## src/rtl/stream_accumulator_if.sv

```systemverilog
// Valid/ready stream bundle shared by the sample input and the window-sum output.
// Transfer happens on a rising clock edge with valid && ready both high; a master holds valid/data until accepted.
interface stream_accumulator_if #(
  parameter int WIDTH = 8
);
  logic             valid;
  logic             ready;
  logic [WIDTH-1:0] data;

  modport master (output valid, output data, input ready);
  modport slave  (input valid, input data, output ready);
endinterface

```

## src/rtl/stream_accumulator.sv

```systemverilog
// Running-total and windowed-sum accumulator for an unsigned valid/ready sample stream.
// Window sums leave on a second valid/ready stream; input stalls only while a sum is unacknowledged.
module stream_accumulator #(
   parameter int DATA_WIDTH   = 8,
   parameter int ACC_WIDTH    = 16,
   parameter int WINDOW_WIDTH = 8,
   parameter bit SATURATE     = 1'b0
) (
   input  logic                    clock,
   input  logic                    reset_n,
   input  logic                    clear,
   input  logic [WINDOW_WIDTH-1:0] window_length,
   stream_accumulator_if.slave     samples,
   stream_accumulator_if.master    sums,
   output logic [ACC_WIDTH-1:0]    accumulated,
   output logic                    overflow
);

   logic [ACC_WIDTH-1:0]    win_q;
   logic [WINDOW_WIDTH-1:0] cnt_q;
   logic [WINDOW_WIDTH-1:0] len_q;
   logic                    sum_valid_q;
   logic [ACC_WIDTH-1:0]    sum_q;

   logic                    accept;
   logic [ACC_WIDTH-1:0]    sample_ext;
   logic [ACC_WIDTH:0]      acc_full;
   logic [ACC_WIDTH:0]      win_full;
   logic [WINDOW_WIDTH-1:0] eff_len;
   logic [WINDOW_WIDTH-1:0] cnt_inc;

   // Carry bit of a widened sum decides between wrap and clamp.
   function automatic logic [ACC_WIDTH-1:0] limit(input logic [ACC_WIDTH:0] full);
      if (SATURATE && full[ACC_WIDTH]) return '1;
      return full[ACC_WIDTH-1:0];
   endfunction

   assign samples.ready = (len_q == '0) || !(sum_valid_q && !sums.ready);
   assign accept        = samples.valid && samples.ready;

   assign sample_ext = ACC_WIDTH'(samples.data);
   assign acc_full   = {1'b0, accumulated} + {1'b0, sample_ext};
   assign win_full   = {1'b0, win_q} + {1'b0, sample_ext};

   // The length in force is the live input on a window's first sample, the latched copy afterwards.
   assign eff_len = (cnt_q == '0) ? window_length : len_q;
   assign cnt_inc = cnt_q + WINDOW_WIDTH'(1);

   assign sums.valid = sum_valid_q;
   assign sums.data  = sum_q;

   always_ff @(posedge clock or negedge reset_n) begin
      if (!reset_n) begin
         accumulated <= '0;
         overflow    <= 1'b0;
         win_q       <= '0;
         cnt_q       <= '0;
         len_q       <= '0;
         sum_valid_q <= 1'b0;
         sum_q       <= '0;
      end else begin
         if (sum_valid_q && sums.ready) sum_valid_q <= 1'b0;

         // clear leaves a pending output beat alone and swallows any coincident sample.
         if (clear) begin
            accumulated <= '0;
            overflow    <= 1'b0;
            win_q       <= '0;
            cnt_q       <= '0;
            len_q       <= '0;
         end else if (accept) begin
            accumulated <= limit(acc_full);
            if (acc_full[ACC_WIDTH]) overflow <= 1'b1;
            if (cnt_q == '0) len_q <= window_length;
            if (eff_len != '0) begin
               if (cnt_inc == eff_len) begin
                  sum_q       <= limit(win_full);
                  sum_valid_q <= 1'b1;
                  win_q       <= '0;
                  cnt_q       <= '0;
               end else begin
                  win_q <= limit(win_full);
                  cnt_q <= cnt_inc;
               end
            end
         end
      end
   end

endmodule

```

## src/flat_wrapper.sv

```systemverilog
// flat-port wrapper written by rule: the top's interface ports become plain ports
module stream_accumulator_flat 
#(
   parameter int DATA_WIDTH   = 8,
   parameter int ACC_WIDTH    = 16,
   parameter int WINDOW_WIDTH = 8,
   parameter bit SATURATE     = 1'b0
)
  (clock, reset_n, clear, window_length, accumulated, overflow, samples_valid, samples_data, samples_ready, sums_valid, sums_data, sums_ready);
  stream_accumulator_if #(.WIDTH(8)) samples_i ();
  stream_accumulator_if #(.WIDTH(16)) sums_i ();
  input  logic clock;
  input  logic reset_n;
  input  logic clear;
  input  logic [WINDOW_WIDTH-1:0] window_length;
  output logic [ACC_WIDTH-1:0] accumulated;
  output logic overflow;
  input wire logic [$bits(samples_i.valid)-1:0] samples_valid;
  input wire logic [$bits(samples_i.data)-1:0] samples_data;
  output wire logic [$bits(samples_i.ready)-1:0] samples_ready;
  output wire logic [$bits(sums_i.valid)-1:0] sums_valid;
  output wire logic [$bits(sums_i.data)-1:0] sums_data;
  input wire logic [$bits(sums_i.ready)-1:0] sums_ready;
  assign samples_i.valid = samples_valid;
  assign samples_i.data = samples_data;
  assign samples_ready = samples_i.ready;
  assign sums_valid = sums_i.valid;
  assign sums_data = sums_i.data;
  assign sums_i.ready = sums_ready;
  stream_accumulator #(.DATA_WIDTH(DATA_WIDTH), .ACC_WIDTH(ACC_WIDTH), .WINDOW_WIDTH(WINDOW_WIDTH), .SATURATE(SATURATE)) u_core (.clock(clock), .reset_n(reset_n), .clear(clear), .window_length(window_length), .samples(samples_i), .sums(sums_i), .accumulated(accumulated), .overflow(overflow));
endmodule
```

## config.mk

```make
export PLATFORM = sky130hd
export DESIGN_NAME = stream_accumulator_flat
export DESIGN_NICKNAME = d
export VERILOG_FILES = /design/src/rtl/stream_accumulator_if.sv /design/src/rtl/stream_accumulator.sv /design/src/flat_wrapper.sv
export SDC_FILE = /design/constraint.sdc
export NUM_CORES = 1
export LEC_CHECK = 0
export CELL_PAD_IN_SITES_DETAIL_PLACEMENT = 0
export CELL_PAD_IN_SITES_GLOBAL_PLACEMENT = 1
export CORE_AREA = 4 4 107 109
export DETAILED_ROUTE_END_ITERATION = 16
export DIE_AREA = 0 0 111 113
export PLACE_DENSITY_LB_ADDON = 0.1
export SYNTH_ARGS = -nofsm -noshare
export SYNTH_HDL_FRONTEND = slang
export SYNTH_SLANG_ARGS = --single-unit
```

## constraint.sdc

```tcl
create_clock -name clock -period 3.1 [get_ports clock]
set_input_delay 0.775 -clock clock [delete_from_list [all_inputs] [get_ports clock]]
set_output_delay 0.775 -clock clock [all_outputs]
set_load 0.05 [all_outputs]
```

==> run metrics <==
run status=finished clean; Yosys Warn Count=0; Crit-path slowest cell=or4_4; worst slack, placed=-138 ps; first-pass GRT wire length=between 15 and 20 mm; gr usage total=between 10% and 20%; # setup viols final=0; gr ovfl total=0; clk buf depth=2; H-tree depth=3; Final Skew=8.79 ps; max frequency=approximately 340 MHz; initial core utilization=36.8%; hold buffers post-CTS=0; hold slack=between 400 and 500 ps; crit end category=flip-flop; Synth area leaders=dfrtp_1 (42%), ha_1 (5.8%), nand2_1 (5.1%), mux2i_1 (3.9%), a21oi_1 (3.7%); Die X-Extent=111 µm; RD Place Congestion=between 0.7 and 0.8; critical path type=flip-flop to flip-flop; peak supply drop=approximately 0.00028 V; flops & latches, synth=66; CTS resizes=0; clock power share=a little under a quarter; Post-CTS Setup Repair Bufs=0; CTS tree=built; layout cells sized above 1=between 10% and 20%; leading area contributor after synthesis=dfrtp_1; mapped cell area=3900 µm²; total of max-cap violations=0; DRC=0; Post-synth EDFFs=0; DRT Pass-1 Iters=4; Final WS setup=~170 ps; combinational share of power=a little over two fifths; clk slew on worst S/H paths=~80 ps; CP Max Fanout=11; Main synth FF type=dfrtp_1; share of Yosys cell area claimed by the top area cell type=a little over two fifths; register share of total power=approximately 34%; max_slew headroom=around 57%; vias in the first global route=3306; Total Die Area=12500 µm²; Final nets=549; core footprint=approximately 11000 µm²; crit-path cells=or4_4 > or3_1 > a21o_1 > a211oi_2 > nand4_1 > or3_4 > buf_12 > mux2_4; CTS sink cnt=between 60 and 70; I/O pins=56; DIE HEIGHT=about 110 µm; n_diodes=0; Startpoint Class=flip-flop; Internal Power=about 2.0 mW; IO Port Bufs=55; synthesis-to-layout area growth=31.4%; CP arrival=roughly 3200 ps; worst hold path type=primary input to async pin; drt wl/cell=~15 µm; cts bufs inserted=9; asr flop ratio synth=100%; DP HPWL=around 7.3 mm; Vias/cell=5.15; final hold vios=0; Fill cells=1047; FP Rows=38; worst skew pair latency=roughly 360 ps; Psw=1.25 mW; Seq/Total Area, Yosys=42.4%; Via Count=3355; post-route antenna net violation count=0; Cell Pwr Density=around 640 nW/µm²; leakage=~2.4 nW; Net Sw Frac=38.0%; Distinct cells, synth=52; largest net degree at the start of global routing=29; Tmin final=around 2900 ps; root buf cell=clkbuf_8; worst endpoint required time=3340 ps; fin. max-slew vios=0; Worst path max stage delay=580 ps; DRT Wirelength=9.92 mm; Synth Instances=approximately 420; Slew @ Worst Pin=roughly 640 ps; initial drt markers=93; Syn Nets=460; initial antenna violation count=0; fin crit share=approximately 94%; Mean Syn Cell Area=between 9 and 10 µm²
==> final timing paths <==
path	end	slack, ps	from	cells past startpoint
worst max register to register	u_core.sums.data[11]	170	u_core.cnt_q[5]	8
worst min register to register	u_core.win_q[3]	490	u_core.win_q[3]	2
min in group clock	u_core.win_q[3]	490	u_core.win_q[3]	2
worst max-delay path	u_core.sums.data[11]	170	u_core.cnt_q[5]	8
max in group asynchronous	u_core.win_q[3]	2010	reset_n	2
worst min-delay path	u_core.cnt_q[6]	410	reset_n	1
==> power by group through the flow <==
stage	logic, mW	clock network [mW]	registers, mW
after floorplan	0.614	0	1.42
after CTS	1.43	0.799	1.11
after global routing	1.55	0.833	1.13
after detailed placement	1.42	0	1.13
after global placement	1.41	0	1.12
final	1.41	0.769	1.11
==> synthesized netlist by cell type (2+ instances only) <==
master	number
ha_1	18
o21ba_2	2
nor4b_1	3
nor3b_1	2
and3_1	9
o21a_1	5
o21bai_1	3
inv_1	18
and2_1	3
clkbuf_1	14
dfrtp_1	66
a21boi_0	2
nor3_1	7
nand4_1	4
nand2_1	53
buf_6	2
o21ai_0	21
xnor2_1	16
or3_1	8
o211ai_1	2
nor2_1	24
nand3_1	20
a211oi_1	6
fa_1	2
xor2_1	9
mux2i_1	15
nor4_1	7
a31oi_1	2
a21oi_1	29
mux2_2	7
a21o_1	8
o31ai_1	12
==> worst max-delay path, delay by kind of cell (launching register included) <==
kind | cells | cell delay [ps]
buf+inv | 1 | 160
flops | 1 | 450
simple gates | 4 | 1490
compound gates | 2 | 410
mux | 1 | 290
==> kinds of logic after synthesis <==
logic type | share of synthesized area, %
buffers and inverters | 3.98
muxes | 6.26
adders and majority gates | 6.80
and+or+nand+nor | 18.3
xor gates and xnor gates | 5.62
DFF | 42.4
AOI/OAI and AO/OA | 16.7
==> cells in the final DEF, fill, tap and decap left out, types with 8 or more instances in the layout <==
cell / Yosys / layout
xnor2_1: 16 / 16
clkbuf_8: 0 / 12
nand3_1: 20 / 20
and3_1: 9 / 9
inv_1: 18 / 18
dfrtp_1: 66 / 66
nor2_1: 24 / 24
a21o_1: 8 / 8
xor2_1: 9 / 9
mux2i_1: 15 / 15
o31ai_1: 12 / 12
nand2_1: 53 / 53
buf_4: 0 / 37
a21oi_1: 29 / 29
o21ai_0: 21 / 21
ha_1: 18 / 18
clkdlybuf4s50_1: 0 / 53
==> registers in the layout, indices dropped and copies added, names as in the netlist <==
| name | count |
|---|---|
| u_core.accumulated | 16 |
| u_core.sums.data | 16 |
| u_core.win_q | 16 |
| u_core.cnt_q | 8 |
| u_core.len_q | 8 |
| u_core.overflow | 1 |
| u_core.sums.valid | 1 |
==> per-layer routing <==
metal / share of wire [%] / vias to the layer above / wire length (µm) / global-route usage (%)
li1: - / 1671 / - / -
met1: 48 / 1624 / 4740 / 22.8
met2: 47 / 46 / 4710 / 26.7
met3: 3.0 / 14 / 295 / 3.05
met4: 1.8 / 0 / 174 / 6.65
met5: 0 / - / 0 / 0
==> stage by stage <==
step                utilization [%]  power, mW  instance area, µm²  setup TNS [ps]  cells
floorplan                         -       2.03                3900               0    419
finish                         48.3       3.29                5120               0    652
CTS                            48.2       3.34                5110               0    652
global placement               46.2       2.53                4900           -1410    637
detailed placement             46.2       2.55                4900           -1540    637
global route                   48.3       3.52                5120           -2.84    652
==> final cells by class <==
cell class | count | area [µm²] | share of cell area (%)
multi-input combinational | 316 | 2110 | 41.1
sequential | 66 | 1650 | 32.3
timing repair buffer | 96 | 913 | 17.8
tap | 140 | 175 | 3.42
clock buffer | 13 | 169 | 3.30
inverter | 19 | 71.3 | 1.39
clock inverter | 2 | 35.0 | 0.684
No activity file was read; power rests on OpenSTA's default activity.
